--- src/rtl/irq_pend_latch_pkg.sv ---
// irq_pkg: shared widths and types for the interrupt pending latch.
package irq_pkg;
    localparam int N_REQ = 4;
    typedef logic [N_REQ-1:0] req_vec_t;
    typedef logic [$clog2(N_REQ)-1:0] req_id_t;
endpackage

--- src/rtl/irq_pend_latch_sync.sv ---
// req_sync: single-bit synchronizer chain for one asynchronous request line.
module req_sync #(
    parameter int SYNC_STAGES = 2
) (
    input  logic clk,
    input  logic rst_n,
    input  logic d,
    output logic q
);
    logic [SYNC_STAGES-1:0] q_q;
    always_ff @(posedge clk or negedge rst_n) begin
        if (!rst_n) q_q <= '0;
        else        q_q <= {q_q[SYNC_STAGES-2:0], d};
    end
    assign q = q_q[SYNC_STAGES-1];
endmodule

--- src/rtl/irq_pend_latch.sv ---
// irq_pend_latch: sticky per-line pending bits with ack clear and mask gate.
// Define IRQ_OVF_EN to add the sticky overflow flags and the ovf port.
module irq_pend_latch
    import irq_pkg::*;
#(
    parameter int SYNC_STAGES = 2
) (
    input  logic             clk,
    input  logic             rst_n,
    input  logic [N_REQ-1:0] req_in,
    input  logic [N_REQ-1:0] mask,
    input  logic             ack,
    input  logic [1:0]       ack_id,
    output logic [N_REQ-1:0] pend,
    output logic [N_REQ-1:0] pend_raw
`ifdef IRQ_OVF_EN
    ,
    output logic [N_REQ-1:0] ovf
`endif
);
    req_vec_t s, h_q, e, clr, pend_raw_q, pend_raw_d;
    for (genvar i = 0; i < N_REQ; i++) begin : g_sync
        req_sync #(.SYNC_STAGES(SYNC_STAGES)) u_sync (
            .clk  (clk),
            .rst_n(rst_n),
            .d    (req_in[i]),
            .q    (s[i])
        );
    end
    assign e          = s & ~h_q;
    assign clr        = ack ? req_vec_t'(1) << ack_id : '0;
    // Set wins over clear so an event landing in the ack cycle is kept.
    assign pend_raw_d = e | (pend_raw_q & ~clr);
    always_ff @(posedge clk or negedge rst_n) begin
        if (!rst_n) begin
            h_q        <= '0;
            pend_raw_q <= '0;
        end else begin
            h_q        <= s;
            pend_raw_q <= pend_raw_d;
        end
    end
    assign pend_raw = pend_raw_q;
    assign pend     = pend_raw_q & ~mask;
`ifdef IRQ_OVF_EN
    req_vec_t ovf_q, ovf_d;
    assign ovf_d = (e & pend_raw_q & ~clr) | (ovf_q & ~clr);
    always_ff @(posedge clk or negedge rst_n) begin
        if (!rst_n) ovf_q <= '0;
        else        ovf_q <= ovf_d;
    end
    assign ovf = ovf_q;
`endif
endmodule

--- config.mk ---
export PLATFORM = sky130hd
export DESIGN_NAME = irq_pend_latch
export DESIGN_NICKNAME = d
export VERILOG_FILES = /design/src/rtl/irq_pend_latch_pkg.sv /design/src/rtl/irq_pend_latch_sync.sv /design/src/rtl/irq_pend_latch.sv
export SDC_FILE = /design/constraint.sdc
export NUM_CORES = 1
export LEC_CHECK = 0
export CORE_UTILIZATION = 33
export DETAILED_ROUTE_END_ITERATION = 16
export GPL_TIMING_DRIVEN = 0
export HOLD_SLACK_MARGIN = 0.03
export PLACE_DENSITY = 0.67
export SYNTH_ARGS = -nofsm -noshare
export SYNTH_HDL_FRONTEND = slang
export SYNTH_SLANG_ARGS = --single-unit
--- constraint.sdc ---
create_clock -name clk -period 0.8 [get_ports clk]
set_clock_uncertainty 0.15 [all_clocks]
set_input_delay 0.12 -clock clk [delete_from_list [all_inputs] [get_ports clk]]
set_output_delay 0.12 -clock clk [all_outputs]
set_load 0.02 [all_outputs]
# Word-level counts from Yosys, hierarchy flattened
# Cells that the tools add are included.
[op_classes]
n_mux = 1
n_shift = 1
n_bitwise = 7
[op_table]
columns = ["op", "n"]
rows = [
  ["4-bit AND", 3],
  ["4-bit inverter", 3],
  ["4-bit two-way mux", 1],
  ["4-bit OR", 1],
  ["1-bit by 2-bit << shifter with 4-bit output (first input constant)", 1],
]
[word_totals]
elab_cells = 15
output_inout_bits = 8
reg_bits = 16

# Longest topological paths before layout
# Gate-level depths: netlist of the first run.
[logic_depth]
word_depth = 5
depth_mapped = 2

# Hierarchy
# From an unflattened synthesis of the first run, not the netlist that was laid out.
[unflattened]
cells_unflattened = 33
area_unflattened_um2 = 501.7
[modules_own_cells]
columns = ["mod", "instances", "area_each_um2", "cells_per_inst"]
rows = [
  ["irq_pend_latch", 1, 301.5, 25],
  ["req_sync", 4, 50.0, 2],
]

# Least setup slack after synthesis of the first run
# Ideal clock, no wire load.
[synth_timing]
path_kind = "register to output"
startpoint = "register pend_raw_q[1] (netlist: pend_raw[1])"
endpoint = "output pend[1]"
arrival_time_ps = 815
stages_incl_launch_ff = 2
required_time_ps = 530
setup_slack_ps = -285
path_cell_list = "dfrtp_1 > nor2b_1"
[synth_between]
elab_chain_len = 1
[synth_lines]
columns = ["item", "line", "source"]
rows = [
  ["start: declaration", "irq_pend_latch.sv:21", "req_vec_t s, h_q, e, clr, pend_raw_q, pend_raw_d;"],
  ["start signal: assignment", "irq_pend_latch.sv:40", "pend_raw_q <= pend_raw_d;"],
  ["4-bit AND", "irq_pend_latch.sv:44", "assign pend = pend_raw_q & ~mask;"],
  ["end: declaration", "irq_pend_latch.sv:14", "output logic [N_REQ-1:0] pend,"],
]
# Every way passes these cells.

# Final worst setup path of the first run
[layout_timing]
startpoint = "register pend_raw_q[3] (netlist: pend_raw[3])"
endpoint = "output pend[3]"
# Same word-level chain as after synthesis.

==> impl_metrics.csv, run 1 <==
group,metric,value,unit
routing,drt_pass1_iterations,2,
power,irDropWorstVdd,1350,uV
outcome,status,"complete, but fails checks",
timing,timing.final.crit_period,1.23,ns
layout,diodes,0,
placed_design,place.gp.congestion,0.597,
cts,cts_tree,"yes",
routing,dr.first_iter.drc_count,4,
yosys,syn_area_per_cell,15.2,um2
timing,tightest_slew,0.682,ns
power,p_per_area,2080,nW/um2
power,total_power,1.73,mW
routing,routed-via-count,341,
layout,instances_no_fill,76,
yosys,ys_types,9,
routing,vias_per_cell,4.49,
routing,wl_per_cell,12.0,um
die,initial_core_util,0.372,
timing,setup_slack,-0.429,ns
yosys,synth_mux_area_frac,0,
timing,final-hold-violation-count,16,
grt,grt_overflow,0,
grt,gr-usage-all-layers,0.144,
routing,drc,0,
timing,slew_violations,0,
grt,grt_pass1_wl,1410,um
timing,max_freq,814,MHz
die,fp-row-count,13,
outcome,violations,"hold timing, setup timing",
critical_path,crit_required,0.53,ns
yosys,synth_nets,46,
yosys,synth_top_family_by_area,"simple AND/OR/NAND/NOR gates",
die,coreArea,1350,um2
yosys,syn_inst,33,
placed_design,place_worst_setup_slack,-0.749,ns
yosys,ys_seq_area_frac,0.798,
timing,rsz0062_at_grt,"true",
layout,register_area,405,um2
grt,antenna_found_initial,0,
yosys,synth_area_leaders,"dfrtp_1 80%, a22o_1 5.2%, inv_1 3.7%",
layout,areaGrowthSynthToFinish,65.8,%
layout,drive_above_1_share,0.443,
yosys,synth_compound_area_frac,0.0648,
critical_path,cp_max_fo,3,
critical_path,worstPathBufferInverterCount,1,
cts,cts_buffers,3,
critical_path,startpoint_type,"flop",
placed_design,hpwl,573,um
yosys,yosysWarnings,0,
timing,slew_headroom,0.545,
cts,path_clk_slew,0.09,ns
routing,ant_nets,0,
layout,fillCellCount,120,
layout,final_cell_mix,"12 x dfrtp_1, 8 x clkdlybuf4s50_1, 7 x buf_6",
timing,finalSetupViolCount,12,
die,die_x,41.0,um
cts,clk_latency,0.28,ns
critical_path,critPathTopFamily,"flip-flops",
critical_path,path_cells,"nor2b_4 > buf_6",
grt,grt_start_max_net_pins,17,
cts,htree_num_levels,1,
yosys,synthSimpleGateAreaFrac,0.0998,
layout,layout_commonest_cell,"dfrtp_1",
run,drv_cap,0,
die,design.die.area,1680,um2
layout,nets,75,
cts,cts.sinks,16,
yosys,syn-cell-area,502,um2
yosys,ys_ff_latch,16,
yosys,netlist.top_cell.by_area,"dfrtp_1",
critical_path,end_kind,"output pin",
grt,grt_pass1_vias,340,
yosys,synth_xor_area_frac,0,
timing,post-route-period-util,1.54,
routing,drt_wl_total,912,um
layout,multi_input_area,124,um2
critical_path,crit_arrival,0.96,ns
critical_path,cpMaxStageDelayCell,"dfrtp_2",
placed_design,port_buffers,20,
placed_design,dp.cells,68,
cts,cts_buffer_depth,2,
critical_path,path_class,"flop to output pin",
yosys,yosys.area_share.adder,0,
die,die_h,41.0,um
yosys,synth_top_cell_area_share,0.798,
cts,root_buffer,"clkbuf_4",
timing,hold_slack,-0.167,ns
power,power_leakage,0.402,nW
critical_path,slowest_delay,0.43,ns
min_path,min_path_type,"primary input to asynchronous set/reset pin",
die,ios,21,
-- final timing paths --
check                           depth (start not counted)                     from                       to  slack, ns
min in group clk                                        1                req_in[3]  g_sync[3].u_sync.q_q[0]       0.12
worst max-delay path                                    2              pend_raw[3]                  pend[3]      -0.43
max in group asynchronous                               1                    rst_n              pend_raw[2]       0.20
worst min register to register                          0  g_sync[0].u_sync.q_q[0]  g_sync[0].u_sync.q_q[1]       0.20
worst min-delay path                                    1                    rst_n                   h_q[3]      -0.17
worst max register to register                          2              pend_raw[3]              pend_raw[3]      -0.19
-- registers in the layout (all words and copies together), names as in the netlist --
signal and count:
g_sync.u_sync.q_q 8, h_q 4, pend_raw 4
-- cell usage after synthesis --
cell type and n:
nor3b_1 1, nand3_1 1, nand3b_1 2, nor2_1 1
o22ai_1 1, inv_1 5, a22o_1 3, dfrtp_1 16
nor2b_1 3
-- metal layers --
metal	track usage	wire [um]
met1	0.143	334
met2	0.246	482
met3	0.0978	94
met4	0.0250	0
met5	0	0
-- through the flow --
stage                     instance area (um2)  TNS (ns)  utilization  hold slack, ns
after floorplan                           537    -0.674            -          -0.326
after global placement                    756    -12.77        0.560           0.183
after detailed placement                  756    -13.03        0.560           0.190
after CTS                                 816     -3.63        0.604          -0.158
after global routing                      832     -4.17        0.616          -0.128
final                                     832     -3.61        0.616          -0.167
-- layout make-up --
cell class              instances  share of cell area
flip-flops and latches         16               0.487
repair buffers                 24               0.275
multi-input cells              12               0.149
inverters                       5              0.0226
clock buffers                   4              0.0436
well taps                      15              0.0226
-- logic make-up (layout without fill, tap and decap cells) --
kind of cell / after synthesis / in the layout
AO/OA/AOI/OAI: 4 / 4
flip-flops: 16 / 16
buffers and inverters: 5 / 33
AND/OR/NAND/NOR: 8 / 8
-- worst register-to-register path, cell delays in order (launching register included) --
cell and delay, ns:
dfrtp_2 0.43, buf_4 0.13, a22o_1 0.17
-- power by group --
group | total, mW | switching [mW] | internal, mW | leakage (nW)
Combinational | 0.328 | 0.137 | 0.191 | 0.202
Clock | 0.508 | 0.231 | 0.277 | 0.0210
Sequential | 0.896 | 0.0303 | 0.866 | 0.179
Total | 1.73 | 0.399 | 1.33 | 0.402
-- repair_timing --
item	4_1_cts	5_1_grt
gates cloned	0	0
endpoints found under the setup margin	28	12
setup buffers	3	1
endpoints found under the hold margin	16	16
resized for setup	49	3
(Power assumes the default switching activity.)
==> run 2: changes to the inputs <==
--- a/config.mk
+++ b/config.mk
@@ -5,11 +5,11 @@
 export SDC_FILE = /design/constraint.sdc
 export NUM_CORES = 1
 export LEC_CHECK = 0
-export CORE_UTILIZATION = 33
+export CORE_UTILIZATION = 35
 export DETAILED_ROUTE_END_ITERATION = 16
 export GPL_TIMING_DRIVEN = 0
 export HOLD_SLACK_MARGIN = 0.03
-export PLACE_DENSITY = 0.67
+export PLACE_DENSITY = 0.7
 export SYNTH_ARGS = -nofsm -noshare
 export SYNTH_HDL_FRONTEND = slang
 export SYNTH_SLANG_ARGS = --single-unit
==> run 2 against run 1 <==
Compared with the run above:
- the flow still finishes with violations (hold timing, setup timing)
- clock power hardly changed
- final cell count is 1.3% higher
- setup slack better by 0.023 ns
- power is 0.12% lower
- combinational power hardly changed
- critical endpoint is now pend[1]
- largest power group unchanged
==> impl_metrics.csv, run 2 (synthesis gave the netlist of run 1 again) <==
group,metric,value,unit
outcome,status,"complete, but fails checks",
outcome,violations,"hold timing, setup timing",
critical_path,slowest_delay,0.42,ns
layout,layout_commonest_cell,"dfrtp_1",
critical_path,cp_max_fo,3,
placed_design,place.gp.congestion,0.681,
cts,cts_buffers,3,
placed_design,port_buffers,20,
timing,slew_violations,0,
routing,vias_per_cell,4.36,
timing,fin_setup_tns,-3.54,ns
power,irDropWorstVdd,1040,uV
grt,grt_start_max_net_pins,17,
die,coreArea,1320,um2
critical_path,cpMaxStageDelayCell,"dfrtp_2",
timing,setup_slack,-0.406,ns
power,total_power,1.73,mW
die,design.die.area,1590,um2
timing,rsz0062_at_grt,"true",
routing,drt_wl_total,786,um
die,die_x,39.9,um
die,ios,21,
power,power_leakage,0.406,nW
grt,grt_pass1_vias,315,
routing,wl_per_cell,10.2,um
critical_path,end_kind,"output pin",
critical_path,crit_arrival,0.94,ns
layout,fillCellCount,110,
placed_design,hpwl,599,um
layout,final_cell_mix,"12 x dfrtp_1, 8 x clkdlybuf4s50_1, 7 x buf_6",
layout,diodes,0,
layout,areaGrowthSynthToFinish,66.8,%
placed_design,dp.cells,68,
critical_path,crit_required,0.53,ns
timing,slew_headroom,0.559,
routing,dr.first_iter.drc_count,1,
cts,cts_buffer_depth,2,
layout,nets,76,
timing,finalSetupViolCount,12,
critical_path,path_cells,"nor2b_4 > buf_6",
timing,hold_slack,-0.172,ns
timing,tightest_slew,0.661,ns
critical_path,startpoint_type,"flop",
cts,path_clk_slew,0.09,ns
grt,grt_overflow,0,
run,drv_cap,0,
grt,gr-usage-all-layers,0.117,
timing,max_freq,829,MHz
critical_path,r2r_setup_slack,-0.27,ns
cts,htree_num_levels,1,
routing,drt_pass1_iterations,2,
layout,instances_no_fill,77,
critical_path,path_class,"flop to output pin",
cts,root_buffer,"clkbuf_4",
critical_path,worstPathBufferInverterCount,1,
die,fp-row-count,13,
timing,timing.final.crit_period,1.21,ns
power,p_per_area,2070,nW/um2
cts,cts_tree,"yes",
layout,drive_above_1_share,0.452,
cts,clk_latency,0.27,ns
die,die_h,39.9,um
routing,routed-via-count,336,
grt,antenna_found_initial,0,
layout,largest-register,"g_sync.u_sync.q_q",
layout,largest_reg_flops,8,
routing,ant_nets,0,
cts,cts.sinks,16,
timing,post-route-period-util,1.51,
timing,final-hold-violation-count,16,
critical_path,critPathTopFamily,"flip-flops",
grt,grt_pass1_wl,1170,um
die,initial_core_util,0.381,
min_path,min_path_type,"primary input to asynchronous set/reset pin",
routing,drc,0,
[run 2: cell types whose count changed in the layout (fill, tap and decap cells not counted), sizes merged]
cell / previous run / this run
buf: 12 / 13
[run 2: worst paths after layout]
| check | start | endpoint | cells after the start |
|---|---|---|---|
| setup / recovery | pend_raw[1] | pend[1] | 2 |
| hold / removal | rst_n | g_sync[0].u_sync.q_q[0] | 1 |
| setup reg to reg | pend_raw[1] | pend_raw[1] | 3 |
| hold reg to reg | g_sync[1].u_sync.q_q[0] | g_sync[1].u_sync.q_q[1] | 0 |
| max in group asynchronous | rst_n | pend_raw[1] | 1 |
| min in group clk | req_in[1] | g_sync[1].u_sync.q_q[0] | 1 |
[run 2: repair_timing]
action / 4_1_cts / 5_1_grt
setup endpoints to repair: 28 / 12
hold endpoints to repair: 16 / 16
pin swaps: 0 / 0
setup buffers: 3 / 2
gates resized for setup: 49 / 2
[run 2: final cells by class]
| cell class | instances | area (um2) | area share |
|---|---|---|---|
| Sequential cell | 16 | 405 | 0.484 |
| Timing Repair Buffer | 25 | 234 | 0.280 |
| Multi-Input combinational cell | 12 | 124 | 0.148 |
| Clock buffer | 4 | 36.3 | 0.0433 |
| Inverter | 5 | 18.8 | 0.0224 |
| Tap cell | 15 | 18.8 | 0.0224 |
[run 2: report_power, final]
| part | switching [mW] | leakage (nW) | total [mW] | internal, mW |
|---|---|---|---|---|
| registers | 0.0277 | 0.179 | 0.893 | 0.865 |
| clock network | 0.231 | 0.0210 | 0.507 | 0.276 |
| logic | 0.136 | 0.206 | 0.330 | 0.194 |
[run 2: per-layer routing]
metal	routed length [um]	global-route usage	up-vias
li1	-	-	164
met1	332	0.133	161
met2	414	0.198	11
met3	39	0.0511	0
met4	0	0.0259	0
met5	0	0	-
[run 2: per-stage QoR]
| step | area, um2 | setup WS [ns] | utilization | hold WS, ns |
|---|---|---|---|---|
| after floorplan | 537 | -0.0950 | - | -0.326 |
| after global placement | 756 | -0.734 | 0.574 | 0.183 |
| after detailed placement | 756 | -0.742 | 0.574 | 0.189 |
| after CTS | 816 | -0.415 | 0.619 | -0.151 |
| after global routing | 837 | -0.448 | 0.635 | -0.120 |
| final | 837 | -0.406 | 0.635 | -0.172 |
==> run 3: changes to the inputs <==
--- a/config.mk
+++ b/config.mk
@@ -10,6 +10,7 @@
 export GPL_TIMING_DRIVEN = 0
 export HOLD_SLACK_MARGIN = 0.03
 export PLACE_DENSITY = 0.7
+export SLEW_MARGIN = 20
 export SYNTH_ARGS = -nofsm -noshare
 export SYNTH_HDL_FRONTEND = slang
 export SYNTH_SLANG_ARGS = --single-unit
==> results of run 3 <==
No change in the layout: final DEF, timing and power equal those of run 2.
